[config.mk]
export PLATFORM = sky130hd
export DESIGN_NAME = ser_bitstream_tx
export DESIGN_NICKNAME = d
export VERILOG_FILES = /design/src/rtl/ser_bitstream_tx_pkg.sv /design/src/rtl/ser_bitstream_tx.sv
export SDC_FILE = /design/constraint.sdc
export NUM_CORES = 1
export LEC_CHECK = 0
export CORE_MARGIN = 4
export CORE_UTILIZATION = 50
export CTS_BUF_LIST = sky130_fd_sc_hd__clkbuf_4
export CTS_CLUSTER_DIAMETER = 150
export CTS_CLUSTER_SIZE = 20
export DETAILED_ROUTE_END_ITERATION = 6
export MAX_ROUTING_LAYER = met4
export PLACE_DENSITY_LB_ADDON = 0.08
export SYNTH_ARGS = -nofsm -noshare
export SYNTH_HDL_FRONTEND = slang
export SYNTH_SLANG_ARGS = --single-unit
[constraint.sdc]
create_clock -name CLK -period 1.85 [get_ports CLK]
set_input_delay 0.2775 -clock CLK [delete_from_list [all_inputs] [get_ports CLK]]
set_output_delay 0.2775 -clock CLK [all_outputs]
set_load 0.005 [all_outputs]
[src/rtl/ser_bitstream_tx_pkg.sv]
// Shared constants for the serial transmitter and the pattern-detector stage it feeds.
// Holds the state encodings and the default word width.
package ser_bitstream_tx_pkg;

  typedef enum logic {
    ST_IDLE  = 1'b0,
    ST_SHIFT = 1'b1
  } state_e;

  localparam int DEFAULT_WIDTH = 8;

endpackage

[src/rtl/ser_bitstream_tx.sv]
// Parallel-to-serial converter: takes WIDTH-bit words over valid/ready and emits one bit per clock on x.
// Words sent back to back form a gapless stream, and hold stretches the current bit-time.
module ser_bitstream_tx
  import ser_bitstream_tx_pkg::*;
#(
  parameter int WIDTH      = DEFAULT_WIDTH,
  parameter bit MSB_FIRST  = 1'b1,
  parameter bit IDLE_LEVEL = 1'b0
) (
  input  logic             CLK,
  input  logic             RESET,
  input  logic [WIDTH-1:0] din,
  input  logic             din_valid,
  output logic             din_ready,
  input  logic             hold,
  output logic             x,
  output logic             x_valid,
  output logic             busy
);

  localparam int CW = (WIDTH > 1) ? $clog2(WIDTH) : 1;
  localparam logic [CW-1:0] CNT_LAST = CW'(WIDTH - 1);

  state_e           state_q, state_d;
  logic [WIDTH-1:0] shreg_q, shreg_d;
  logic [CW-1:0]    cnt_q, cnt_d;
  logic             x_q, x_d;
  logic             x_valid_q, x_valid_d;
  logic             busy_q, busy_d;
  logic             accept;

  function automatic logic first_bit(input logic [WIDTH-1:0] w);
    return MSB_FIRST ? w[WIDTH-1] : w[0];
  endfunction

  // The bit on x always sits at the outgoing end of shreg, so advancing exposes the next one.
  function automatic logic [WIDTH-1:0] advance(input logic [WIDTH-1:0] w);
    return MSB_FIRST ? {w[WIDTH-2:0], 1'b0} : {1'b0, w[WIDTH-1:1]};
  endfunction

  // Ready is held low while reset is asserted so no word can be taken as reset releases.
  assign din_ready = RESET && ((state_q == ST_IDLE) || ((cnt_q == CNT_LAST) && !hold));
  assign accept    = din_valid && din_ready;

  always_comb begin
    state_d   = state_q;
    shreg_d   = shreg_q;
    cnt_d     = cnt_q;
    x_d       = x_q;
    x_valid_d = x_valid_q;
    busy_d    = busy_q;
    case (state_q)
      ST_IDLE: begin
        if (accept) begin
          state_d   = ST_SHIFT;
          shreg_d   = din;
          cnt_d     = '0;
          x_d       = first_bit(din);
          x_valid_d = 1'b1;
          busy_d    = 1'b1;
        end
      end
      ST_SHIFT: begin
        if (!hold) begin
          if (cnt_q != CNT_LAST) begin
            shreg_d = advance(shreg_q);
            x_d     = first_bit(advance(shreg_q));
            cnt_d   = cnt_q + 1'b1;
          end else if (accept) begin
            shreg_d = din;
            cnt_d   = '0;
            x_d     = first_bit(din);
          end else begin
            state_d   = ST_IDLE;
            shreg_d   = '0;
            cnt_d     = '0;
            x_d       = IDLE_LEVEL;
            x_valid_d = 1'b0;
            busy_d    = 1'b0;
          end
        end
      end
      default: state_d = ST_IDLE;
    endcase
  end

  always_ff @(posedge CLK or negedge RESET) begin
    if (!RESET) begin
      state_q   <= ST_IDLE;
      shreg_q   <= '0;
      cnt_q     <= '0;
      x_q       <= IDLE_LEVEL;
      x_valid_q <= 1'b0;
      busy_q    <= 1'b0;
    end else begin
      state_q   <= state_d;
      shreg_q   <= shreg_d;
      cnt_q     <= cnt_d;
      x_q       <= x_d;
      x_valid_q <= x_valid_d;
      busy_q    <= busy_d;
    end
  end

  assign x       = x_q;
  assign x_valid = x_valid_q;
  assign busy    = busy_q;

endmodule
* Word level (Yosys, flattened, before mapping)
Index checks and enable logic that the tools add are counted.
** Word-level totals
- Bits in registers :: 13
- Input port bits :: 12
- Output and inout port bits :: 4
- Logic and storage cells :: 43
** Cells by class
- $add $sub $neg :: 1
- Equal/unequal tests :: 6
- Muxes and demuxes :: 23
- Bitwise operators :: 1
- Reductions and logical operators :: 7
** Operators with widths (count)
- two-way mux 7 bit :: 4
- case mux 7 bit (2 select lines) :: 1
- two-way mux 1 bit :: 11
- two-way mux 3 bit :: 3
- != test 2 bit (second input constant) :: 4
- case mux 1 bit (2 select lines) :: 3
- case mux 3 bit (2 select lines) :: 1
- AND reduction 4 bit :: 1
- adder 3 x 1 -> 3 bit (second input constant) :: 1
- == test 3 bit (second input constant) :: 1
- logical AND 1 bit :: 3
- != test 3 bit (second input constant) :: 1
- AND reduction 2 bit :: 1
- logical NOT 1 bit :: 1
- logical OR 1 bit :: 1
- inverter 1 bit :: 1

* Depth between registers and ports, before layout
- Depth in word-level cells :: 9
- Depth in mapped cells :: 6
- Mapped depth without buffers :: 5

* Worst setup path before layout
Ideal clock, no wire load.
- Path type :: reg2reg
- Start point :: reg cnt_q[0]
- End point :: reg shreg_q[0]
- Setup time :: 0.121 ns
- Data arrival time :: 1.458 ns
- Required time :: 1.729 ns
- Slack :: 0.271 ns
- Stages on the path, launching flop included :: 7
- Buffers on the path :: 1
- Period minus slack after synthesis :: 1.579 ns
- Cell sequence :: dfrtp_1 -> ha_1 -> ha_1 -> and4b_1 -> buf_1 -> o22a_1 -> a22o_1
** Between the ends
- Longest elaborated chain between the ends :: 9
- Elaborated cells between the ends (all ways) :: 12
- Classes of those cells :: 3 x eq/ne; 4 x mux; 5 x reduce/logical
** RTL lines
- from (decl) :: line ser_bitstream_tx.sv:26 : logic [CW-1:0] cnt_q, cnt_d;
- from (signal assigned) :: line ser_bitstream_tx.sv:98 : cnt_q <= cnt_d;
- == test 3 bit :: line ser_bitstream_tx.sv:42 : assign din_ready = RESET && ((state_q == ST_IDLE) || ((cnt_q == CNT_LAST) && !hold));
- logical AND 1 bit :: line ser_bitstream_tx.sv:42
- logical OR 1 bit :: line ser_bitstream_tx.sv:42
- logical AND 1 bit :: line ser_bitstream_tx.sv:42
- logical AND 1 bit :: line ser_bitstream_tx.sv:43 : assign accept = din_valid && din_ready;
- two-way mux 7 bit :: line ser_bitstream_tx.sv:69 : end else if (accept) begin
- two-way mux 7 bit :: line ser_bitstream_tx.sv:65 : if (cnt_q != CNT_LAST) begin
- two-way mux 7 bit :: line ser_bitstream_tx.sv:64 : if (!hold) begin
- case mux 7 bit (2 select lines) :: line ser_bitstream_tx.sv:52 : case (state_q)
- to (signal assigned) :: line ser_bitstream_tx.sv:97 : shreg_q <= shreg_d;
- to (decl) :: line ser_bitstream_tx.sv:25 : logic [WIDTH-1:0] shreg_q, shreg_d;
Parallel ways exist; a longest one is shown, timed or not. The select of a mux whose other input is x is not followed.
A chain may end at the register's enable or synchronous reset.

* Worst setup path after layout
- Start point :: reg cnt_q[0]
- End point :: out din_ready
** Between the ends
- Longest elaborated chain between the ends :: 4
** RTL lines
- == test 3 bit :: line ser_bitstream_tx.sv:42
- logical AND 1 bit :: line ser_bitstream_tx.sv:42
- logical OR 1 bit :: line ser_bitstream_tx.sv:42
- logical AND 1 bit :: line ser_bitstream_tx.sv:42
- to (decl) :: line ser_bitstream_tx.sv:14 : output logic din_ready,
Every way passes these cells.

==> reports/metrics.cfg <==
[placement]
portBuffers=15
dpl_worst_slack_ns=0.01571
hpwl_um=1011
place_congestion=0.8011

[synthesis]
yosys.area.top_type=dfrtp_1
synth_top_area_frac=0.4851
yosysSeqAreaShare=0.4851
synthMuxAreaShare=0
yosysWarnings=0
syn_nets=83
synth_fa_ha_area_frac=0.03731
synthXorXnorAreaFrac=0
synth_cells=69
synth_top_flop_cell=dfrtp_1
synth_most_common_cell=dfrtp_1
synth-simple-area-share=0.2034
synth_top_family_by_area=compound AO/OA/AOI/OAI gates
synth_area_um2=670.6
synth_compound_area_frac=0.2127
ys_top_cells_by_area=dfrtp_1 49%, o21ai_0 6.0%, a31oi_1 5.6%
yosysUniqueCellTypes=22
synth-edff-count=0
synthArstFlopShare=1.000
synth_common_cells=13 x dfrtp_1, 10 x nand2_1, 8 x o21ai_0, 7 x nor3_1, 6 x a31oi_1
syn_area_per_cell_um2=9.719
ys_ff_latch=13

[drt]
num_vias=599
first_pass_iters=6
dr.first_iter.drc_count=13
drc_errors=0
wl_um=1343
wire_per_inst_um=12.44
ant_nets=0
vias_per_cell=5.546

[timing]
hold_viol=0
rsz0062_at_grt=no
setup_viol=0
period_share=0.9193
drv_slew=0
worstMarginPinSlew_ns=0.2647
final_critical_path_setup_slack_ns=0.1494
max-slew-margin-rel=0.8234
clock_skew_ns=0.008638
fmax_mhz=588.0
fin_crit_ns=1.701
fin_setup_tns_ns=0

[cts]
cts_sinks=13
clkTransAtPathRegs_ns=0.08
clock_path_buffers=2
cts_tree=done
ctsRootBufferMaster=clkbuf_4
worstSkewPairLatency_ns=0.28
htreeDepth=1
postCtsHoldBufs=0
cts_made_buffers=3

[job]
cap_violations=0

[die]
num_rows=12
core_um2=1186
fp.dieH_um=44.63
dieArea_um2=1991
die_x_um=44.63
io_pins=16
start_util=0.5654

[worst_setup_path]
r2r_end=shreg_q[0]
arrival_ns=1.42
reg2reg_from=cnt_q[0]
critical_path_class=register to output port
critical_path_required_ns=1.57
reg2reg_depth=6
worst-r2r-setup-slack_ns=0.20
critPathMaxFanout=2
start_kind=register
critPathCaptureType=output port

[grt]
use_met2=0.2464
grt_pass1_wl_um=2332
track_usage=0.1707
grtUsageMet3=0.07317
grt_max_degree=10
top_usage_layer=met2
grt_overflow=0
grt_use_met1=0.2055
grt_pass1_vias=543
grt_antenna_before_repair=0

[pwr]
peakVddDrop_v=0.0007627
p_per_area_nw_per_um2=1296
leakagePower_uw=0.0004169

[layout]
final_util=0.7700
nets=109
drive_gt1_frac=0.2021
num_antenna_cells=0
n_fill_cell=84
area_growth_pct=36.19

[hold_path]
holdCritPathClass=input port to async pin

[outcome]
status=complete, no violations

critical path, stage by stage (launching register included):
cell	delay (ns)
dfrtp_1	0.38
ha_2	0.18
ha_2	0.17
nand2b_1	0.08
nand2_1	0.07
and2_1	0.16
clkbuf_2	0.10
through the flow:
stage	std cells	hold WS, ns	cell area, µm²	power [µW]
after global placement	101	0.4869	860.8	949.6
after global routing	108	0.1659	913.4	1298
after floorplan	69	-0.01809	670.6	797.9
final	108	0.1775	913.4	1183
after CTS	106	0.1736	903.4	1176
after detailed placement	101	0.4792	860.8	967.7
power breakdown:
part / switching (µW) / internal (µW)
clock: 87.0 / 98.5
combinational: 232 / 289
sequential: 69.5 / 408
total: 388 / 795
cell usage in the layout (no fill, tap or decap), drive strengths merged:
cell	synthesis	routed
and2	2	2
and3b	1	1
a31oi	7	7
dfrtp	13	13
o21ai	8	8
nor2b	2	2
a2bb2oi	1	1
ha	2	2
and4b	1	1
nand2	10	10
nor3	7	7
a22o	3	3
inv	1	1
clkbuf	1	5
or2	1	1
clkdlybuf4s50	0	14
buf	4	11
nand2b	1	1
nor2	2	2
o22a	2	2
what timing repair did:
action                                  in CTS  in global routing
endpoints found under the setup margin       1                  1
pin swaps                                    0                  0
setup buffers                                1                  2
hold endpoints to repair                     0                  0
gates resized for setup                      4                  1
state kept, by name, indices dropped and copies added, names as in the netlist:
register,flops
busy,1
cnt_q,3
shreg_q,7
state_q,1
x,1
cells by family after synthesis:
kind of cell             after synthesis
AND/OR/NAND/NOR                       27
buffers and inverters                  6
flip-flops                            13
AO/OA/AOI/OAI                         21
adder cells (fa/ha/maj)                2
area by class of cell:
type / instances / area (µm²) / area share
sequential: 13 / 325.3 / 0.3562
multi-input combinational: 50 / 309.0 / 0.3384
timing repair buffer: 26 / 227.7 / 0.2493
clock buffer: 4 / 30.03 / 0.03288
tap: 14 / 17.52 / 0.01918
inverter: 1 / 3.754 / 0.004110
metal layers:
| metal | vias up | part of all wire |
|---|---|---|
| met3 | 3 | 0.082 |
| met4 | 0 | 0.012 |
| met5 | - | 0 |
| li1 | 300 | - |
| met2 | 20 | 0.47 |
| met1 | 276 | 0.44 |
worst max path at each step:
stage          slack, ns         end  depth (start not counted)      from
2_1_floorplan       0.27  shreg_q[0]                          6  cnt_q[0]
3_3_place_gp        0.05   din_ready                          5      hold
3_5_place_dp        0.02   din_ready                          5      hold
4_1_cts             0.04   din_ready                          6  cnt_q[0]
5_1_grt             0.04   din_ready                          6  cnt_q[0]
6_report            0.15   din_ready                          6  cnt_q[0]
No activity file was read; power rests on OpenSTA's default activity.
